**src/rtl/dmem_arb_pkg.sv**
```systemverilog
// dmem_arb_pkg: shared types, port indices and saturating counter helper for dmem_arbiter
package dmem_arb_pkg;
    localparam int PORT_CORE = 0;
    localparam int PORT_HOST = 1;

    typedef struct packed {
        logic        we;
        logic [31:0] addr;
        logic [31:0] wdata;
        logic [3:0]  be;
    } mem_req_t;

    typedef struct packed {
        logic        rvalid;
        logic [31:0] rdata;
        logic        err;
    } mem_rsp_t;

    function automatic logic [31:0] sat_inc(input logic [31:0] v, input logic en);
        return v + 32'(en && (v != '1));
    endfunction
endpackage

```
**src/rtl/dmem_rr_arb2.sv**
```systemverilog
// dmem_rr_arb2: 2-way round-robin arbiter, combinational grant, last winner loses next tie
module dmem_rr_arb2
    import dmem_arb_pkg::*;
(
    input  logic       clk_i,
    input  logic       rst_i,
    input  logic [1:0] req,
    output logic [1:0] gnt,
    output logic       prio_q
);
    assign gnt[PORT_CORE] = req[PORT_CORE] & (~req[PORT_HOST] | ~prio_q);
    assign gnt[PORT_HOST] = req[PORT_HOST] & (~req[PORT_CORE] | prio_q);

    always_ff @(posedge clk_i) begin
        if (rst_i)
            prio_q <= 1'b0;
        else if (|req)
            prio_q <= gnt[PORT_CORE];
    end
endmodule

```
**src/rtl/dmem_arbiter.sv**
```systemverilog
// dmem_arbiter: core/host data-memory arbiter with window check; DMEM_ARB_PERF_EN adds grant/conflict counters
module dmem_arbiter
    import dmem_arb_pkg::*;
#(
    parameter logic [31:0] MEM_BASE = 32'h8000_0000,
    parameter logic [31:0] MEM_SIZE = 32'h0001_0000,
    localparam int         AW       = $clog2(MEM_SIZE / 4)
) (
    input  logic          clk_i,
    input  logic          rst_i,
    input  logic          c_req_i,
    input  logic          c_we_i,
    input  logic [31:0]   c_addr_i,
    input  logic [31:0]   c_wdata_i,
    input  logic [3:0]    c_be_i,
    output logic          c_gnt_o,
    output logic          c_rvalid_o,
    output logic [31:0]   c_rdata_o,
    output logic          c_err_o,
    input  logic          h_req_i,
    input  logic          h_we_i,
    input  logic [31:0]   h_addr_i,
    input  logic [31:0]   h_wdata_i,
    input  logic [3:0]    h_be_i,
    output logic          h_gnt_o,
    output logic          h_rvalid_o,
    output logic [31:0]   h_rdata_o,
    output logic          h_err_o,
`ifdef DMEM_ARB_PERF_EN
    output logic [31:0]   c_grant_cnt_o,
    output logic [31:0]   h_grant_cnt_o,
    output logic [31:0]   conflict_cnt_o,
`endif
    output logic          mem_req_o,
    output logic          mem_we_o,
    output logic [AW-1:0] mem_addr_o,
    output logic [31:0]   mem_wdata_o,
    output logic [3:0]    mem_be_o,
    input  logic [31:0]   mem_rdata_i
);
    mem_req_t    c_req, h_req, sel;
    mem_rsp_t    c_rsp, h_rsp;
    logic [1:0]  gnt;
    logic        prio_q, granted, in_range;
    logic [31:0] off;
    logic        resp_valid_q, resp_owner_q, resp_err_q, resp_rd_q;

    assign c_req = '{we: c_we_i, addr: c_addr_i, wdata: c_wdata_i, be: c_be_i};
    assign h_req = '{we: h_we_i, addr: h_addr_i, wdata: h_wdata_i, be: h_be_i};

    dmem_rr_arb2 u_arb (
        .clk_i  (clk_i),
        .rst_i  (rst_i),
        .req    ({h_req_i, c_req_i}),
        .gnt    (gnt),
        .prio_q (prio_q)
    );

    assign c_gnt_o  = gnt[PORT_CORE];
    assign h_gnt_o  = gnt[PORT_HOST];
    assign granted  = |gnt;
    assign sel      = gnt[PORT_HOST] ? h_req : c_req;
    // Unsigned wrap makes addresses below the base fail the window check
    assign off      = sel.addr - MEM_BASE;
    assign in_range = off < MEM_SIZE;

    assign mem_req_o   = granted & in_range;
    assign mem_we_o    = mem_req_o & sel.we;
    assign mem_addr_o  = mem_req_o ? off[AW+1:2] : '0;
    assign mem_wdata_o = mem_req_o ? sel.wdata : '0;
    assign mem_be_o    = mem_req_o ? sel.be : '0;

    always_ff @(posedge clk_i) begin
        if (rst_i) begin
            resp_valid_q <= 1'b0;
            resp_owner_q <= 1'b0;
            resp_err_q   <= 1'b0;
            resp_rd_q    <= 1'b0;
        end else begin
            resp_valid_q <= granted;
            resp_owner_q <= gnt[PORT_HOST];
            resp_err_q   <= granted & ~in_range;
            resp_rd_q    <= granted & in_range & ~sel.we;
        end
    end

    always_comb begin
        c_rsp.rvalid = resp_valid_q & ~resp_owner_q;
        h_rsp.rvalid = resp_valid_q & resp_owner_q;
        c_rsp.rdata  = (c_rsp.rvalid & resp_rd_q) ? mem_rdata_i : '0;
        h_rsp.rdata  = (h_rsp.rvalid & resp_rd_q) ? mem_rdata_i : '0;
        c_rsp.err    = c_rsp.rvalid & resp_err_q;
        h_rsp.err    = h_rsp.rvalid & resp_err_q;
    end

    assign c_rvalid_o = c_rsp.rvalid;
    assign c_rdata_o  = c_rsp.rdata;
    assign c_err_o    = c_rsp.err;
    assign h_rvalid_o = h_rsp.rvalid;
    assign h_rdata_o  = h_rsp.rdata;
    assign h_err_o    = h_rsp.err;

`ifdef DMEM_ARB_PERF_EN
    always_ff @(posedge clk_i) begin
        if (rst_i) begin
            c_grant_cnt_o  <= '0;
            h_grant_cnt_o  <= '0;
            conflict_cnt_o <= '0;
        end else begin
            c_grant_cnt_o  <= sat_inc(c_grant_cnt_o, gnt[PORT_CORE]);
            h_grant_cnt_o  <= sat_inc(h_grant_cnt_o, gnt[PORT_HOST]);
            conflict_cnt_o <= sat_inc(conflict_cnt_o, c_req_i & h_req_i);
        end
    end
`endif
endmodule

```
**config.mk**
```make
export PLATFORM = sky130hd
export DESIGN_NAME = dmem_arbiter
export DESIGN_NICKNAME = d
export VERILOG_FILES = /design/src/rtl/dmem_arb_pkg.sv /design/src/rtl/dmem_rr_arb2.sv /design/src/rtl/dmem_arbiter.sv
export SDC_FILE = /design/constraint.sdc
export NUM_CORES = 1
export LEC_CHECK = 0
export CAP_MARGIN = 5
export CELL_PAD_IN_SITES_DETAIL_PLACEMENT = 0
export CELL_PAD_IN_SITES_GLOBAL_PLACEMENT = 1
export CORE_MARGIN = 2
export CORE_UTILIZATION = 11
export DETAILED_ROUTE_END_ITERATION = 6
export MAX_ROUTING_LAYER = met4
export PLACE_DENSITY_LB_ADDON = 0.1
export SLEW_MARGIN = 20
export SYNTH_ARGS = -nofsm -noshare
export SYNTH_HDL_FRONTEND = slang
export SYNTH_SLANG_ARGS = --single-unit
```
**constraint.sdc**
```tcl
create_clock -name clk_i -period 3.98 [get_ports clk_i]
set_input_delay 0.995 -clock clk_i [delete_from_list [all_inputs] [get_ports clk_i]]
set_output_delay 0.995 -clock clk_i [all_outputs]
set_load 0.01 [all_outputs]
```
### Word level (Yosys, flattened, before mapping)

Cells that the tools add are included.

* logic and storage cells: 35
* output and inout port bits: 122
* bits in registers: 5
* input bits: 174

* reduce and logical (&&, ||, !) cells: 2
* magnitude comparators: 1
* add/sub/neg operators: 1
* mux-type cells: 6
* bitwise gates (word level): 20

Operators by type and width (count)
* 32-bit two-way mux: 3
* 69-bit two-way mux: 1
* 32-bit by 17-bit < comparator with 1-bit output (second input constant): 1
* 32-bit subtractor (second input constant): 1
* 14-bit two-way mux: 1
* 1-bit AND: 12
* 1-bit inverter: 6
* 4-bit two-way mux: 1
* 2-bit OR reduction: 2
* 1-bit OR: 2

### Depth between registers and ports, before layout

* depth in word-level cells: 8
* mapped depth: 5
* gate-level depth less buffers: 4

### Modules after synthesis

Synthesis repeated with hierarchy kept, for this count alone.

* cell total of the unflattened synthesis: 229
* area, all modules: 1475.2 µm²

Modules (own cells, without submodules)
* dmem_arbiter: seq. area each 80.1 µm², area each 1416.4 µm², cells an instance 223, instances 1
* dmem_rr_arb2: seq. area each 20.0 µm², area each 58.8 µm², cells an instance 6, instances 1

### Worst setup path after synthesis

OpenSTA, ideal clock, no wires.

* path kind: input to output
* start point: input c_addr_i[20]
* end point: output mem_addr_o[0]
* data required time: 2.985 ns
* stages on the path: 5
* path buffers: 1
* slack: 1.010 ns
* data arrival time: 1.975 ns
* path through: nor4_2 -> nand4_2 -> nor2_4 -> buf_6 -> a22o_1

* word-level cells in the longest chain between the ends: 5

Ends and longest elaborated chain
* start, declared: RTL line dmem_arbiter.sv:13 `input logic [31:0] c_addr_i,`
* 69-bit two-way mux: RTL line dmem_arbiter.sv:62 `assign sel = gnt[PORT_HOST] ? h_req : c_req;`
* 32-bit subtractor: RTL line dmem_arbiter.sv:64 `assign off = sel.addr - MEM_BASE;`
* 32-bit by 17-bit < comparator with 1-bit output: RTL line dmem_arbiter.sv:65 `assign in_range = off < MEM_SIZE;`
* 1-bit AND: RTL line dmem_arbiter.sv:67 `assign mem_req_o = granted & in_range;`
* 14-bit two-way mux: RTL line dmem_arbiter.sv:69 `assign mem_addr_o = mem_req_o ? off[AW+1:2] : '0;`
* end, declared: RTL line dmem_arbiter.sv:36 `output logic [AW-1:0] mem_addr_o,`

No other way between the ends.

### Worst setup path after layout

* start point: input h_addr_i[16]
* end point: output mem_addr_o[12]

* word-level cells in the longest chain between the ends: 5

Ends and longest elaborated chain
* start, declared: RTL line dmem_arbiter.sv:22 `input logic [31:0] h_addr_i,`
* 69-bit two-way mux: RTL line dmem_arbiter.sv:62
* 32-bit subtractor: RTL line dmem_arbiter.sv:64
* 32-bit by 17-bit < comparator with 1-bit output: RTL line dmem_arbiter.sv:65
* 1-bit AND: RTL line dmem_arbiter.sv:67
* 14-bit two-way mux: RTL line dmem_arbiter.sv:69

No other way between the ends.

==> results.toml <==
[placement]
placed_area_um2 = 4480
dp.cells = 628
hpwl_um = 8010
place.gp.congestion = 0.707
pre_cts_ws_ns = -0.125
port_buffers = 291

[synth]
syn_area_per_cell_um2 = 7.87
synth_cell_types = 24
synth-seq-cells = 5
ys_seq_area_frac = 0.0723
syn_inst = 176
ys_warn_count = 0
syn_area_um2 = 1390
syn-num-nets = 350

[route]
final_antenna_net_count = 0
wl_met3_um = 1050
routed_wl_um = 9370
drt_iter0_drc = 39
wl_met2_um = 5160
wl_per_cell_um = 14.8
dr.pass1.iters = 4
drc = 0
num_vias = 2537
viasPerCell = 4.01
wl_met1_um = 3130
top_layer_used = "met4"

[pwr]
pwr-share-clk = 0.386
intPower_w = 0.000343
comb_power_share = 0.483
p_switching_w = 0.0000773
p_leak_nw = 2.07
seq_power_share = 0.131
ir_drop_uv = 79.3
power_density_nw_per_um2 = 93.8
p_sw_frac = 0.184

[min_path]
min_to = "u_arb.prio_q"
hp-class = "register to register"
min_from = "u_arb.prio_q"
holdPathStages = 2

[sta]
tightestPinTransition_ns = 0.293
drv_slew = 0
setup-violations-final = 0
worst_slack_ns = 0.0913
hold_violations = 0
fin_skew_ns = 0.000931
fin_crit_ns = 3.89
fin_crit_sh = 0.977
grt_setup_unrepaired = "yes"
timing.fmax_mhz = 257
relSlewSlack = 0.805

[setup_path]
cp-start-kind = "primary input"
required_ns = 2.98
crit_chain = "clkdlybuf4s50_1 -> nor4_4 -> nand4_2 -> nor2_4 -> buf_4 -> buf_12 -> a22o_1 -> clkdlybuf4s15_1"
reg2reg_to = "resp_rd_q"
path_max_fanout = 35
critPathArrivalTime_ns = 2.89
worstRegToRegCells = 5
endpoint_kind = "primary output"
crit_type = "primary input to primary output"
max_stage_delay_ns = 0.45
cpMaxStageDelayCell = "clkdlybuf4s50_1"
reg2reg_setup_slack_ns = 2.76
reg2reg_from = "u_arb.prio_q"

[global_routing]
grt_first_pass_wirelength_um = 12600
grt_overflow = 0
grt_antenna_before_repair = 0
grt_start_max_net_pins = 36
grt_pass1_vias = 2431
grt_util_all_layers = 0.123

[clock_tree]
cts_buffers = 3
root_buffer = "clkbuf_16"
clk_pin_slew_worst_paths_ns = 0.03
insertion_delay_ns = 0.22
clkSinkCount = 5
htreeDepth = 1
cts_tree = "built"
clk_path_buf_depth = 2

[cells_and_area]
syn2layout_area_growth_pct = 224
nets = 640
instances_no_fill = 633
fill_cells = 1320
antenna_cells = 0
fin_area_um2 = 4490
final_cell_mix = "239 x clkdlybuf4s50_1, 51 x a22o_1, 35 x and2_1"
mostFrequentLayoutCell = "clkdlybuf4s50_1"
drive_gt1_frac = 0.108

[floorplan]
start_util = 0.114
die_x_um = 116
die-area_um2 = 13500
pin_count = 296
fp.coreArea_um2 = 12200
rows = 40
die-height_um = 116

[status]
status = "complete, no violations"

[job]
max-cap-violations = 0
power by group through the flow:
stage / combinational, W / clock [W] / sequential, W
2_1_floorplan: 0.0000174 / 0 / 0.0000551
3_3_place_gp: 0.000202 / 0 / 0.0000557
3_5_place_dp: 0.000204 / 0 / 0.0000556
4_1_cts: 0.000205 / 0.000166 / 0.0000550
5_1_grt: 0.000216 / 0.000171 / 0.0000554
6_report: 0.000203 / 0.000162 / 0.0000550
worst max-delay path: cells and delay by family:
family / cells / cell delay, ns
AOI/OAI and AO/OA: 1 / 0.18
buffers and inverters: 4 / 1.01
and+or+nand+nor: 3 / 0.68
flip-flops by register name, summed over array words and instances, names as in the netlist:
signal,count
resp_err_q,1
resp_owner_q,1
resp_rd_q,1
resp_valid_q,1
u_arb.prio_q,1
stage by stage:
step,setup TNS [ns],total power [W],hold WS [ns],util
final,0,0.000421,0.513,0.369
after detailed placement,-4.69,0.000260,0.503,0.368
after CTS,-0.477,0.000425,0.514,0.372
after floorplan,0,0.0000724,0.465,-
after global placement,-4.40,0.000258,0.501,0.368
after global routing,-0.0443,0.000442,0.563,0.369
cell families after synthesis:
logic type | after synthesis | share of synthesized area
AND/OR/NAND/NOR | 95 | 0.474
AO/OA/AOI/OAI | 56 | 0.345
buffers and inverters | 20 | 0.108
flip-flops | 5 | 0.0723
per-layer routing:
layer  up-vias  track usage
met5         -            -
met4         0       0.0214
met3         2       0.0322
met2       165        0.250
li1       1259            -
met1      1111        0.118
cells in the mapped netlist:
| master | count | share of area |
|---|---|---|
| nor4b_2 | 1 | 0.011 |
| nor4b_4 | 1 | 0.017 |
| o21ai_0 | 1 | 0.0036 |
| o22a_1 | 1 | 0.0063 |
| and3_1 | 34 | 0.15 |
| and2_1 | 35 | 0.16 |
| nand4_2 | 2 | 0.018 |
| nor4_1 | 2 | 0.0090 |
| clkbuf_1 | 9 | 0.024 |
| o21a_1 | 1 | 0.0054 |
| dfxtp_1 | 5 | 0.072 |
| inv_1 | 1 | 0.0027 |
| nor4_2 | 3 | 0.027 |
| nor2b_1 | 2 | 0.0090 |
| nand4_1 | 1 | 0.0045 |
| a21oi_1 | 2 | 0.0072 |
| nor4_4 | 1 | 0.015 |
| nand2b_1 | 2 | 0.0090 |
| nand2_1 | 3 | 0.0081 |
| nor2_4 | 2 | 0.016 |
| nor3_1 | 2 | 0.0072 |
| a22o_1 | 51 | 0.32 |
| buf_6 | 10 | 0.081 |
| nor2_1 | 4 | 0.011 |
how the worst max path moves through the flow:
stage	slack [ns]	to	from	depth (start not counted)
final	0.09	mem_addr_o[12]	h_addr_i[16]	8
after global routing	-0.04	mem_addr_o[12]	h_addr_i[16]	8
after CTS	-0.08	mem_wdata_o[16]	h_addr_i[19]	7
after detailed placement	-0.13	mem_wdata_o[16]	h_addr_i[19]	7
after global placement	-0.12	mem_addr_o[12]	h_addr_i[19]	7
after floorplan	1.01	mem_addr_o[0]	c_addr_i[20]	5
cell type report:
class	instances	area, um2	share of cell area
timing repair buffer	304	2960	0.659
inverter	1	3.75	0.000837
clock buffer	4	78.8	0.0176
tap	168	210	0.0469
multi-input combinational	151	1140	0.254
sequential	5	100	0.0223
what timing repair did:
item,CTS,global route
pin swaps,3,4
setup endpoints to repair,51,11
setup buffers,0,1
hold endpoints to repair,0,0
hold buffers,0,0
resized for setup,45,69
gates cloned,0,0
Note: power is estimated with default switching activity, not from simulation.
